--- config.mk ---
export PLATFORM = sky130hd
export DESIGN_NAME = sobel_frame_writer_flat
export DESIGN_NICKNAME = d
export VERILOG_FILES = /design/src/rtl/sobel_frame_writer_pkg.sv /design/src/rtl/sobel_frame_writer_if.sv /design/src/rtl/sobel_frame_writer_pixel_packer.sv /design/src/rtl/sobel_frame_writer.sv /design/src/flat_wrapper.sv
export SDC_FILE = /design/constraint.sdc
export NUM_CORES = 1
export LEC_CHECK = 0
export CAP_MARGIN = 20
export CORE_MARGIN = 2
export CORE_UTILIZATION = 49
export DETAILED_ROUTE_END_ITERATION = 10
export PLACE_DENSITY = 0.78
export SYNTH_ARGS = -nofsm -noshare
export SYNTH_HDL_FRONTEND = slang
export SYNTH_SLANG_ARGS = --single-unit
--- constraint.sdc ---
create_clock -name clock -period 2.01 [get_ports clock]
set_input_delay 0.402 -clock clock [delete_from_list [all_inputs] [get_ports clock]]
set_output_delay 0.402 -clock clock [all_outputs]
set_load 0.1 [all_outputs]
--- src/rtl/sobel_frame_writer_pkg.sv ---
// Shared definitions for the sobel frame writer.
//   fw_state_t    : frame-writer FSM encoding (2 bits)
//   clog2/width_of: address/counter width helpers (width_of never returns 0)
//   total_words   : number of memory words in one frame
//   LANE0_IS_LSB  : packing order, first pixel of a word lands in the low lane
package sobel_frame_writer_pkg;

    typedef enum logic [1:0] {
        ST_IDLE   = 2'd0,
        ST_GATHER = 2'd1,
        ST_WRITE  = 2'd2,
        ST_DONE   = 2'd3
    } fw_state_t;

    localparam bit LANE0_IS_LSB = 1'b1;

    function automatic int clog2(input int value);
        int result = 0;
        for (int v = value - 1; v > 0; v = v >> 1) begin
            result++;
        end
        return result;
    endfunction

    function automatic int width_of(input int value);
        return (clog2(value) < 1) ? 1 : clog2(value);
    endfunction

    function automatic int total_words(input int width, input int height, input int ppw);
        return (width * height) / ppw;
    endfunction

endpackage

--- src/rtl/sobel_frame_writer_if.sv ---
// Bus bundle between the frame writer, the sobel output FIFO (show-ahead read
// side) and the word-write memory port.
//   in_rd_en / in_dout / in_empty        : FIFO pop strobe, head data, empty flag
//   mem_wr_en / mem_addr / mem_wr_data   : write request, word address, packed data
//   mem_wr_ready                         : memory accepts the write this cycle
// master = frame writer, slave = FIFO + memory side.
interface sobel_frame_writer_if #(
    parameter int PIXEL_DWIDTH    = 8,
    parameter int PIXELS_PER_WORD = 4,
    parameter int ADDR_WIDTH      = 20
);
    logic                                    in_rd_en;
    logic [PIXEL_DWIDTH-1:0]                 in_dout;
    logic                                    in_empty;
    logic                                    mem_wr_en;
    logic [ADDR_WIDTH-1:0]                   mem_addr;
    logic [PIXEL_DWIDTH*PIXELS_PER_WORD-1:0] mem_wr_data;
    logic                                    mem_wr_ready;

    modport master (
        output in_rd_en, mem_wr_en, mem_addr, mem_wr_data,
        input  in_dout, in_empty, mem_wr_ready
    );

    modport slave (
        input  in_rd_en, mem_wr_en, mem_addr, mem_wr_data,
        output in_dout, in_empty, mem_wr_ready
    );
endinterface

--- src/rtl/sobel_frame_writer_pixel_packer.sv ---
// Collects PIXELS_PER_WORD pixels into one word.
//   clock, reset : clock, async active-low reset
//   push         : accept pixel this cycle
//   clear        : drop any partial word, restart at lane 0
//   pixel        : incoming pixel
//   word_next    : word including the pixel being pushed this cycle
//   word_full    : this push completes a word (word_next is then complete)
// Pixels shift in from the top, so after a full word lane 0 (LSBs) holds the
// first pixel pushed.
module sobel_frame_writer_pixel_packer
    import sobel_frame_writer_pkg::*;
#(
    parameter int PIXEL_DWIDTH    = 8,
    parameter int PIXELS_PER_WORD = 4,
    localparam int WORD_W         = PIXEL_DWIDTH * PIXELS_PER_WORD,
    localparam int IDX_W          = width_of(PIXELS_PER_WORD)
)(
    input  logic                    clock,
    input  logic                    reset,
    input  logic                    push,
    input  logic                    clear,
    input  logic [PIXEL_DWIDTH-1:0] pixel,
    output logic [WORD_W-1:0]       word_next,
    output logic                    word_full
);
    logic [WORD_W-1:0] word_q, word_d;
    logic [IDX_W-1:0]  pix_idx_q, pix_idx_d;

    assign word_next = LANE0_IS_LSB ? {pixel, word_q[WORD_W-1:PIXEL_DWIDTH]}
                                    : {word_q[WORD_W-PIXEL_DWIDTH-1:0], pixel};
    assign word_full = push && (pix_idx_q == IDX_W'(PIXELS_PER_WORD - 1));

    always_comb begin
        word_d    = word_q;
        pix_idx_d = pix_idx_q;
        if (clear) begin
            word_d    = '0;
            pix_idx_d = '0;
        end else if (push) begin
            word_d    = word_next;
            pix_idx_d = word_full ? '0 : pix_idx_q + IDX_W'(1);
        end
    end

    always_ff @(posedge clock or negedge reset) begin
        if (!reset) begin
            word_q    <= '0;
            pix_idx_q <= '0;
        end else begin
            word_q    <= word_d;
            pix_idx_q <= pix_idx_d;
        end
    end
endmodule

--- src/rtl/sobel_frame_writer.sv ---
// Drains the sobel output FIFO, packs pixels into words and writes one frame
// to sequential word addresses starting at BASE_ADDR per start pulse.
//   clock, reset  : clock, async active-low reset
//   start         : one-cycle pulse, begins a frame when idle
//   bus           : FIFO read side + memory write port (master)
//   busy          : frame in progress
//   frame_done    : one-cycle pulse after the last word is accepted
//   frame_count   : completed frames, wraps
//   cur_row/col   : position of the next pixel to be read
//
// state  | meaning
// IDLE   | waiting for start
// GATHER | popping pixels until a word is complete
// WRITE  | holding the word on the memory port until accepted
// DONE   | frame_done visible, address rewinds to BASE_ADDR
module sobel_frame_writer
    import sobel_frame_writer_pkg::*;
#(
    parameter int          IMG_WIDTH       = 720,
    parameter int          IMG_HEIGHT      = 540,
    parameter int          PIXEL_DWIDTH    = 8,
    parameter int          PIXELS_PER_WORD = 4,
    parameter int          ADDR_WIDTH      = 20,
    parameter int unsigned BASE_ADDR       = 0,
    parameter int          FRAME_CNT_WIDTH = 16,
    localparam int ROW_W  = width_of(IMG_HEIGHT),
    localparam int COL_W  = width_of(IMG_WIDTH)
)(
    input  logic                       clock,
    input  logic                       reset,
    input  logic                       start,
    sobel_frame_writer_if.master       bus,
    output logic                       busy,
    output logic                       frame_done,
    output logic [FRAME_CNT_WIDTH-1:0] frame_count,
    output logic [ROW_W-1:0]           cur_row,
    output logic [COL_W-1:0]           cur_col
);
    localparam int TOTAL_WORDS = total_words(IMG_WIDTH, IMG_HEIGHT, PIXELS_PER_WORD);
    localparam int WC_W        = width_of(TOTAL_WORDS);
    localparam int WORD_W      = PIXEL_DWIDTH * PIXELS_PER_WORD;
    localparam logic [ADDR_WIDTH-1:0] BASE = ADDR_WIDTH'(BASE_ADDR);

    fw_state_t                  state_q, state_d;
    logic                       busy_q, busy_d;
    logic                       frame_done_q, frame_done_d;
    logic [FRAME_CNT_WIDTH-1:0] frame_count_q, frame_count_d;
    logic [ROW_W-1:0]           row_q, row_d;
    logic [COL_W-1:0]           col_q, col_d;
    logic [WC_W-1:0]            word_cnt_q, word_cnt_d;
    logic [ADDR_WIDTH-1:0]      addr_q, addr_d;
    logic                       wr_en_q, wr_en_d;
    logic [WORD_W-1:0]          wr_data_q, wr_data_d;

    logic              pop;
    logic              packer_clear;
    logic [WORD_W-1:0] word_next;
    logic              word_full;

    // Pop only while gathering; the FIFO is show-ahead so in_dout is valid now.
    assign pop          = (state_q == ST_GATHER) && !bus.in_empty;
    assign bus.in_rd_en = pop;

    sobel_frame_writer_pixel_packer #(
        .PIXEL_DWIDTH   (PIXEL_DWIDTH),
        .PIXELS_PER_WORD(PIXELS_PER_WORD)
    ) u_packer (
        .clock    (clock),
        .reset    (reset),
        .push     (pop),
        .clear    (packer_clear),
        .pixel    (bus.in_dout),
        .word_next(word_next),
        .word_full(word_full)
    );

    always_comb begin
        state_d       = state_q;
        busy_d        = busy_q;
        frame_done_d  = 1'b0;
        frame_count_d = frame_count_q;
        row_d         = row_q;
        col_d         = col_q;
        word_cnt_d    = word_cnt_q;
        addr_d        = addr_q;
        wr_en_d       = wr_en_q;
        wr_data_d     = wr_data_q;
        packer_clear  = 1'b0;

        case (state_q)
            ST_IDLE: begin
                if (start) begin
                    state_d      = ST_GATHER;
                    busy_d       = 1'b1;
                    packer_clear = 1'b1;
                    word_cnt_d   = '0;
                    row_d        = '0;
                    col_d        = '0;
                    addr_d       = BASE;
                end
            end
            ST_GATHER: begin
                if (pop) begin
                    if (col_q == COL_W'(IMG_WIDTH - 1)) begin
                        col_d = '0;
                        // Row wraps after the final pixel so it stays in range.
                        row_d = (row_q == ROW_W'(IMG_HEIGHT - 1)) ? '0 : row_q + ROW_W'(1);
                    end else begin
                        col_d = col_q + COL_W'(1);
                    end
                    if (word_full) begin
                        wr_data_d = word_next;
                        wr_en_d   = 1'b1;
                        state_d   = ST_WRITE;
                    end
                end
            end
            ST_WRITE: begin
                if (wr_en_q && bus.mem_wr_ready) begin
                    wr_en_d = 1'b0;
                    if (word_cnt_q == WC_W'(TOTAL_WORDS - 1)) begin
                        state_d       = ST_DONE;
                        busy_d        = 1'b0;
                        frame_done_d  = 1'b1;
                        frame_count_d = frame_count_q + FRAME_CNT_WIDTH'(1);
                    end else begin
                        word_cnt_d = word_cnt_q + WC_W'(1);
                        addr_d     = addr_q + ADDR_WIDTH'(1);
                        state_d    = ST_GATHER;
                    end
                end
            end
            ST_DONE: begin
                addr_d  = BASE;
                state_d = ST_IDLE;
            end
            default: state_d = ST_IDLE;
        endcase
    end

    always_ff @(posedge clock or negedge reset) begin
        if (!reset) begin
            state_q       <= ST_IDLE;
            busy_q        <= 1'b0;
            frame_done_q  <= 1'b0;
            frame_count_q <= '0;
            row_q         <= '0;
            col_q         <= '0;
            word_cnt_q    <= '0;
            addr_q        <= '0;
            wr_en_q       <= 1'b0;
            wr_data_q     <= '0;
        end else begin
            state_q       <= state_d;
            busy_q        <= busy_d;
            frame_done_q  <= frame_done_d;
            frame_count_q <= frame_count_d;
            row_q         <= row_d;
            col_q         <= col_d;
            word_cnt_q    <= word_cnt_d;
            addr_q        <= addr_d;
            wr_en_q       <= wr_en_d;
            wr_data_q     <= wr_data_d;
        end
    end

    assign bus.mem_wr_en   = wr_en_q;
    assign bus.mem_addr    = addr_q;
    assign bus.mem_wr_data = wr_data_q;
    assign busy            = busy_q;
    assign frame_done      = frame_done_q;
    assign frame_count     = frame_count_q;
    assign cur_row         = row_q;
    assign cur_col         = col_q;
endmodule

--- src/flat_wrapper.sv ---
// flat-port wrapper written by rule: the top's interface ports become plain ports
module sobel_frame_writer_flat import sobel_frame_writer_pkg::*;
#(
    parameter int          IMG_WIDTH       = 720,
    parameter int          IMG_HEIGHT      = 540,
    parameter int          PIXEL_DWIDTH    = 8,
    parameter int          PIXELS_PER_WORD = 4,
    parameter int          ADDR_WIDTH      = 20,
    parameter int unsigned BASE_ADDR       = 0,
    parameter int          FRAME_CNT_WIDTH = 16,
    localparam int ROW_W  = width_of(IMG_HEIGHT),
    localparam int COL_W  = width_of(IMG_WIDTH)
)
  (clock, reset, start, busy, frame_done, frame_count, cur_row, cur_col, bus_in_rd_en, bus_mem_wr_en, bus_mem_addr, bus_mem_wr_data, bus_in_dout, bus_in_empty, bus_mem_wr_ready);
  sobel_frame_writer_if #(.PIXEL_DWIDTH(PIXEL_DWIDTH), .PIXELS_PER_WORD(PIXELS_PER_WORD), .ADDR_WIDTH(ADDR_WIDTH)) bus_i ();
  input  logic clock;
  input  logic reset;
  input  logic start;
  output logic busy;
  output logic frame_done;
  output logic [FRAME_CNT_WIDTH-1:0] frame_count;
  output logic [ROW_W-1:0] cur_row;
  output logic [COL_W-1:0] cur_col;
  output wire logic [$bits(bus_i.in_rd_en)-1:0] bus_in_rd_en;
  output wire logic [$bits(bus_i.mem_wr_en)-1:0] bus_mem_wr_en;
  output wire logic [$bits(bus_i.mem_addr)-1:0] bus_mem_addr;
  output wire logic [$bits(bus_i.mem_wr_data)-1:0] bus_mem_wr_data;
  input wire logic [$bits(bus_i.in_dout)-1:0] bus_in_dout;
  input wire logic [$bits(bus_i.in_empty)-1:0] bus_in_empty;
  input wire logic [$bits(bus_i.mem_wr_ready)-1:0] bus_mem_wr_ready;
  assign bus_in_rd_en = bus_i.in_rd_en;
  assign bus_mem_wr_en = bus_i.mem_wr_en;
  assign bus_mem_addr = bus_i.mem_addr;
  assign bus_mem_wr_data = bus_i.mem_wr_data;
  assign bus_i.in_dout = bus_in_dout;
  assign bus_i.in_empty = bus_in_empty;
  assign bus_i.mem_wr_ready = bus_mem_wr_ready;
  sobel_frame_writer #(.IMG_WIDTH(IMG_WIDTH), .IMG_HEIGHT(IMG_HEIGHT), .PIXEL_DWIDTH(PIXEL_DWIDTH), .PIXELS_PER_WORD(PIXELS_PER_WORD), .ADDR_WIDTH(ADDR_WIDTH), .BASE_ADDR(BASE_ADDR), .FRAME_CNT_WIDTH(FRAME_CNT_WIDTH)) u_core (.clock(clock), .reset(reset), .start(start), .bus(bus_i), .busy(busy), .frame_done(frame_done), .frame_count(frame_count), .cur_row(cur_row), .cur_col(cur_col));
endmodule
# Word-level counts from Yosys, hierarchy flattened
# Index checks and enable logic that the tools add are counted.
[totals]
reg_bits = 144
latch_bits = 0
ram_bits = 0
romBits = 0
memories = 0
[classes]
addsub = 6
n_mul = 0
n_div = 0
order_cmp = 0
eq_ne = 14
shifts = 0
n_mux = 40
bitwise_logic = 0
n_reduce_logical = 19
[op_table]
columns = ["cell", "count"]
rows = [
  ["32-bit 2-to-1 mux", 2],
  ["10-bit 2-to-1 mux", 6],
  ["20-bit 2-to-1 mux", 3],
  ["20-bit one-hot mux with 3 select lines", 1],
  ["17-bit 2-to-1 mux", 3],
  ["10-bit one-hot mux with 2 select lines", 2],
  ["17-bit one-hot mux with 2 select lines", 1],
  ["4-bit AND reduction", 6],
  ["10-bit by 1-bit adder with 10-bit output, second input constant", 2],
  ["20-bit by 1-bit adder with 20-bit output, second input constant", 1],
  ["10-bit equality test, second input constant", 2],
  ["17-bit by 1-bit adder with 17-bit output, second input constant", 1],
  ["17-bit equality test, second input constant", 1],
  ["16-bit by 1-bit adder with 16-bit output, second input constant", 1],
  ["2-bit 2-to-1 mux", 8],
  ["1-bit 2-to-1 mux", 11],
  ["2-bit inequality test, second input constant", 5],
  ["3-bit AND reduction", 3],
  ["2-bit one-hot mux with 4 select lines", 1],
  ["2-bit nonzero test", 4],
  ["2-bit equality test, second input constant", 3],
  ["2-bit by 1-bit inequality test with 1-bit output, second input constant", 2],
  ["1-bit one-hot mux with 2 select lines", 2],
  ["1-bit logical AND", 3],
  ["other kinds (5)", 5],
]

# Logic depth before layout (Yosys ltp)
[depth]
depth_word = 6
mapped_depth = 10
depth_no_buf = 8

# By module
# Synthesis repeated with hierarchy kept, for this count alone.
[unflattened]
cells_unflattened = 611
hier_area_um2 = 6429.9
[modules_own_cells]
columns = ["mod", "instances", "cells_each", "area_each_um2", "seq_area_each_um2"]
rows = [
  ["sobel_frame_writer", 1, 517, 5276.3, 2752.6],
  ["sobel_frame_writer_pixel_packer", 1, 94, 1153.6, 650.6],
]

# Worst setup path before layout
# Ideal clock, no wire load.
[synth_path]
path_kind = "register -> output"
start = "reg u_core.state_q[1]"
end = "out bus_in_rd_en"
arrival_time_ns = 2.345
slack_ns = -0.737
stages_incl_launch_ff = 8
n_path_buf = 3
path_cell_list = "dfrtp_1 > inv_1 > ha_1 > clkbuf_1 > nand2b_1 > inv_1 > clkbuf_1 > clkbuf_1"
[synth_between]
elab_chain_len = 2
[synth_rtl]
columns = ["element", "line", "text"]
rows = [
  ["from (decl)", "sobel_frame_writer.sv:44", "fw_state_t state_q, state_d;"],
  ["from (signal assigned)", "sobel_frame_writer.sv:154", "state_q <= state_d;"],
  ["2-bit by 1-bit equality test with 1-bit output", "sobel_frame_writer.sv:61", "assign pop = (state_q == ST_GATHER) && !bus.in_empty;"],
  ["1-bit logical AND", "sobel_frame_writer.sv:61", ""],
  ["to (decl)", "flat_wrapper.sv:24", "output wire logic [$bits(bus_i.in_rd_en)-1:0] bus_in_rd_en;"],
]
# No other way between the ends.

# Worst setup path after layout
[layout_path]
start = "reg u_core.word_cnt_q[4]"
end = "reg u_core.addr_q[2], in the netlist u_core.bus.mem_addr[2]"
[layout_between]
elab_chain_len = 3
[layout_rtl]
columns = ["element", "line", "text"]
rows = [
  ["from (decl)", "sobel_frame_writer.sv:50", "logic [WC_W-1:0] word_cnt_q, word_cnt_d;"],
  ["from (signal assigned)", "sobel_frame_writer.sv:160", "word_cnt_q <= word_cnt_d;"],
  ["17-bit equality test", "sobel_frame_writer.sv:121", "if (word_cnt_q == WC_W'(TOTAL_WORDS - 1)) begin"],
  ["2-bit inequality test (no source line)", "--", ""],
  ["4-bit AND reduction (no source line)", "--", ""],
  ["to (signal assigned)", "sobel_frame_writer.sv:161", "addr_q <= addr_d;"],
  ["to (decl)", "sobel_frame_writer.sv:51", "logic [ADDR_WIDTH-1:0] addr_q, addr_d;"],
]
# No other way between the ends.
# A chain may end at the register's enable or synchronous reset.

==> report_table.html <==
<table>
<tr><th>Metric</th><th>Value</th></tr>
<tr><th colspan="2">Timing</th></tr>
<tr><td>Fin crit share</td><td>101%</td></tr>
<tr><td>Crit path time final</td><td>2.04 ns</td></tr>
<tr><td>Total setup violations reported at the end of the flow</td><td>1</td></tr>
<tr><td>Count of final max-slew check failures</td><td>0</td></tr>
<tr><td>Hold slack</td><td>between 0.3 and 0.4 ns</td></tr>
<tr><td>Maximum achievable frequency</td><td>491 MHz</td></tr>
<tr><td>Final setup slack of the worst path</td><td>-0.0265 ns</td></tr>
<tr><td>Count of endpoints failing hold in the final timing report</td><td>0</td></tr>
<tr><td>Total negative slack for setup checks</td><td>-0.0265 ns</td></tr>
<tr><td>Slew Limit Headroom</td><td>62.5%</td></tr>
<tr><td>Worst Tran Pin Value</td><td>0.561 ns</td></tr>
<tr><td>Unrepaired setup endpoints after global routing</td><td>yes</td></tr>
<tr><td>Worst setup skew after layout</td><td>0.00833 ns</td></tr>
<tr><th colspan="2">Pwr</th></tr>
<tr><td>Power density over the cells</td><td>1400 nW/um^2</td></tr>
<tr><td>Standby leakage power</td><td>4.28 nW</td></tr>
<tr><td>Worst ir drop on vdd</td><td>roughly 1.3 mV</td></tr>
<tr><th colspan="2">Yosys</th></tr>
<tr><td>Post-synthesis instance area</td><td>6760 um^2</td></tr>
<tr><td>Leading register cell type out of synthesis</td><td>sky130_fd_sc_hd__dfrtp_1</td></tr>
<tr><td>Number of enable flip-flop cells after synthesis</td><td>0</td></tr>
<tr><td>Total of warnings raised by yosys</td><td>0</td></tr>
<tr><td>Distinct cell type count of the synthesized netlist</td><td>61</td></tr>
<tr><td>Total nets after synthesis</td><td>710</td></tr>
<tr><td>Sequential share of the synthesized area</td><td>50.3%</td></tr>
<tr><td>#FFs+latches synth</td><td>136</td></tr>
<tr><td>Mean instance size in the synthesized netlist</td><td>9.83 um^2</td></tr>
<tr><td>Number of instances in the synthesized netlist</td><td>a little under 700</td></tr>
<tr><td>Proportion of synthesized flip-flops having asynchronous set or reset</td><td>100%</td></tr>
<tr><th colspan="2">Job</th></tr>
<tr><td>Max-cap violations</td><td>0</td></tr>
<tr><th colspan="2">CTS</th></tr>
<tr><td>Clock-pin slew on the worst setup and hold paths</td><td>0.06 ns</td></tr>
<tr><td>CTS tree</td><td>done</td></tr>
<tr><td>Root Buffer</td><td>sky130_fd_sc_hd__clkbuf_16</td></tr>
<tr><td>Max H-tree Level</td><td>4</td></tr>
<tr><td>Clock latency of the later-clocked register in the worst-skew pair</td><td>0.42 ns</td></tr>
<tr><td>Maximum clock insertion buffer count</td><td>2</td></tr>
<tr><td>TritonCTS buffer count</td><td>17</td></tr>
<tr><td>Clock sink count</td><td>136</td></tr>
<tr><th colspan="2">Detailed routing</th></tr>
<tr><td>Number of DRC violations after detailed-routing iteration 0</td><td>~510</td></tr>
<tr><td>Post-DR vias/cell</td><td>5.81</td></tr>
<tr><td>Via count</td><td>6049</td></tr>
<tr><td>Count of unresolved DRC violations after routing</td><td>0</td></tr>
<tr><td>Total iterations of the first detailed-routing run</td><td>5</td></tr>
<tr><td>WL/cell</td><td>about 18 um</td></tr>
<tr><td>Total Wirelength</td><td>~18 mm</td></tr>
<tr><td>Post-DRT Antenna Nets</td><td>0</td></tr>
<tr><th colspan="2">Status</th></tr>
<tr><td>Outcome</td><td>finished, violations left</td></tr>
<tr><td>Violations in the final reports</td><td>negative setup slack</td></tr>
<tr><th colspan="2">Worst setup path</th></tr>
<tr><td>Critical path data required time</td><td>2.34 ns</td></tr>
<tr><td>Worst Setup Path Type</td><td>reg2reg</td></tr>
<tr><td>Critical Path Start Type</td><td>flip-flop</td></tr>
<tr><td>Capturing element type of the critical path</td><td>flip-flop</td></tr>
<tr><td>Maximum fanout encountered on the critical timing path</td><td>6</td></tr>
<tr><td>Data arrival time at the worst-slack endpoint</td><td>2.37 ns</td></tr>
<tr><th colspan="2">Finish</th></tr>
<tr><td>Antenna diode instance count</td><td>0</td></tr>
<tr><td>Layout cell share with drive strength beyond 1</td><td>36.9%</td></tr>
<tr><td>Count of nets after finishing</td><td>875</td></tr>
<tr><td>Growth of design area from synthesis to finish</td><td>38.8%</td></tr>
<tr><td>Filler cells</td><td>980</td></tr>
<tr><td>Final standard cell count with taps included and fillers excluded</td><td>1041</td></tr>
<tr><th colspan="2">Global route</th></tr>
<tr><td>Total congestion overflow</td><td>0</td></tr>
<tr><td>Maximum number of pins on one net before global-route repair</td><td>41</td></tr>
<tr><td>Number of antenna violations at the first check in global routing</td><td>0</td></tr>
<tr><td>GRT Overall Usage</td><td>25.7%</td></tr>
<tr><td>Wire length of the first global-routing pass</td><td>30.0 mm</td></tr>
<tr><td>Via count of the first global-routing pass</td><td>between 6k and 7k</td></tr>
<tr><th colspan="2">Die</th></tr>
<tr><td>Die Wd</td><td>between 100 and 150 um</td></tr>
<tr><td>Row cnt</td><td>42</td></tr>
<tr><td>Core region area</td><td>13300 um^2</td></tr>
<tr><td>Vertical die dimension</td><td>121 um</td></tr>
<tr><td>Starting density of the core</td><td>50.6%</td></tr>
<tr><td>Die area</td><td>14800 um^2</td></tr>
<tr><td>Number of ports placed on the die boundary</td><td>105</td></tr>
<tr><th colspan="2">Placement</th></tr>
<tr><td>Input/output buffers</td><td>~100</td></tr>
<tr><td>Placed Cells</td><td>1001</td></tr>
<tr><td>DP HPWL</td><td>12.5 mm</td></tr>
<tr><td>Setup Slack @ Placement</td><td>-0.229 ns</td></tr>
<tr><td>GP Congestion</td><td>0.930</td></tr>
<tr><th colspan="2">Hold path</th></tr>
<tr><td>Class of the tightest hold or removal check</td><td>in2async</td></tr>
</table>
-- through the flow --
stage               util [%]  power, mW  area (um^2)
finish                  70.3       13.1         9380
global route            70.3       13.7         9380
CTS                     69.2       12.9         9240
detailed placement      64.3       9.58         8590
global placement        64.3       9.41         8590
floorplan                  -       7.73         6920
-- path summary, 6_finish.rpt --
| path | from | endpoint | cells after the start | slack, ns |
|---|---|---|---|---|
| worst max-delay path | u_core.word_cnt_q[4] | u_core.bus.mem_addr[2] | 6 | -0.03 |
| worst min-delay path | reset | u_core.bus.mem_wr_data[25] | 2 | 0.38 |
| worst max register to register | u_core.word_cnt_q[4] | u_core.bus.mem_addr[2] | 6 | -0.03 |
| worst min register to register | u_core.frame_count[15] | u_core.frame_count[15] | 1 | 0.48 |
| max in group asynchronous | reset | u_core.frame_count[8] | 3 | 1.04 |
| min in group clock | u_core.frame_count[15] | u_core.frame_count[15] | 1 | 0.48 |
-- per-layer routing --
layer | global-route usage (%) | share of wire [%]
met1 | 33.2 | 43
met2 | 42.9 | 50
met3 | 4.98 | 4.9
met4 | 9.77 | 2.3
met5 | 0 | 0
-- report_power, final --
group	switching, mW	internal, mW
combinational	4.07	1.97
clock	1.28	1.85
sequential	0.572	3.37
-- synthesized netlist by cell type, drive strengths merged, types with 6 or more instances --
cell / instances / share of area [%]
clkbuf: 27 / 1.5
and4: 7 / 0.91
dfrtp: 136 / 50
a221o: 8 / 1.2
mux2: 33 / 5.5
a21oi: 50 / 3.8
nor3: 24 / 1.9
nand4: 13 / 1.2
a31oi: 6 / 0.56
inv: 9 / 0.50
nor4: 7 / 1.4
nor2: 39 / 2.3
and3: 15 / 1.4
o21ai: 33 / 2.4
or3: 11 / 1.1
xor2: 9 / 1.2
nand2: 118 / 6.7
mux2i: 11 / 1.6
nand2b: 7 / 0.65
nand3: 34 / 2.5
buf: 9 / 0.78
xnor2: 15 / 1.9
ha: 9 / 1.7
-- layout by cell type, fill, tap and decap left out, drive strengths merged, types with 8 or more instances in the layout --
cell and n:
o21ai 33, nor2 39, xnor2 15, inv 16, clkbuf 17, xor2 9
nor3 24, nand3 34, clkdlybuf4s50 11, ha 9, a21oi 50, buf 170
dfrtp 136, mux2 33, nand4 13, and3 15, nand2 118, or3 11
mux2i 11, a221o 8
-- cell families (layout without fill, tap and decap cells) --
group | count (synthesis) | after routing | share of synthesized area, %
AOI/OAI and AO/OA | 131 | 131 | 12.1
xor gates and xnor gates | 24 | 24 | 3.11
adders and majority gates | 9 | 9 | 1.67
buffers and inverters | 45 | 222 | 2.79
DFF | 136 | 136 | 50.3
muxes | 44 | 44 | 7.13
and+or+nand+nor | 299 | 299 | 22.9
-- area by class of cell --
class / count / area, um^2 / share of cell area [%]
Clock buffer: 17 / 425 / 4.53
Clock inverter: 14 / 160 / 1.71
Inverter: 9 / 36.3 / 0.387
Multi-Input combinational cell: 507 / 3320 / 35.4
Sequential cell: 136 / 3500 / 37.3
Tap cell: 176 / 220 / 2.35
Timing Repair Buffer: 182 / 1720 / 18.4
-- state kept, by name, summed over array words and instances (netlist names) --
name / count
u_core.cur_row: 10
u_core.bus.mem_wr_data: 32
u_core.bus.mem_wr_en: 1
u_core.u_packer.word_q: 24
u_core.frame_done: 1
u_core.u_packer.pix_idx_q: 2
u_core.busy: 1
u_core.cur_col: 10
u_core.frame_count: 16
u_core.state_q: 2
u_core.bus.mem_addr: 20
u_core.word_cnt_q: 17
-- timing repair --
| item | 4_1_cts | 5_1_grt |
|---|---|---|
| pin swaps | 2 | 5 |
| endpoints found under the hold margin | 11 | 0 |
| setup buffers | 3 | 5 |
| hold buffers | 1 | 0 |
| gates resized for setup | 9 | 34 |
| endpoints found under the setup margin | 15 | 43 |
-- worst max-delay path: stages, from the launching register on --
cell,delay [ns]
sky130_fd_sc_hd__dfrtp_1,0.40
sky130_fd_sc_hd__or4b_4,0.55
sky130_fd_sc_hd__or3_4,0.37
sky130_fd_sc_hd__nor2_4,0.17
sky130_fd_sc_hd__buf_4,0.17
sky130_fd_sc_hd__o21ai_0,0.10
sky130_fd_sc_hd__o21ai_1,0.18
(Power assumes the default switching activity.)
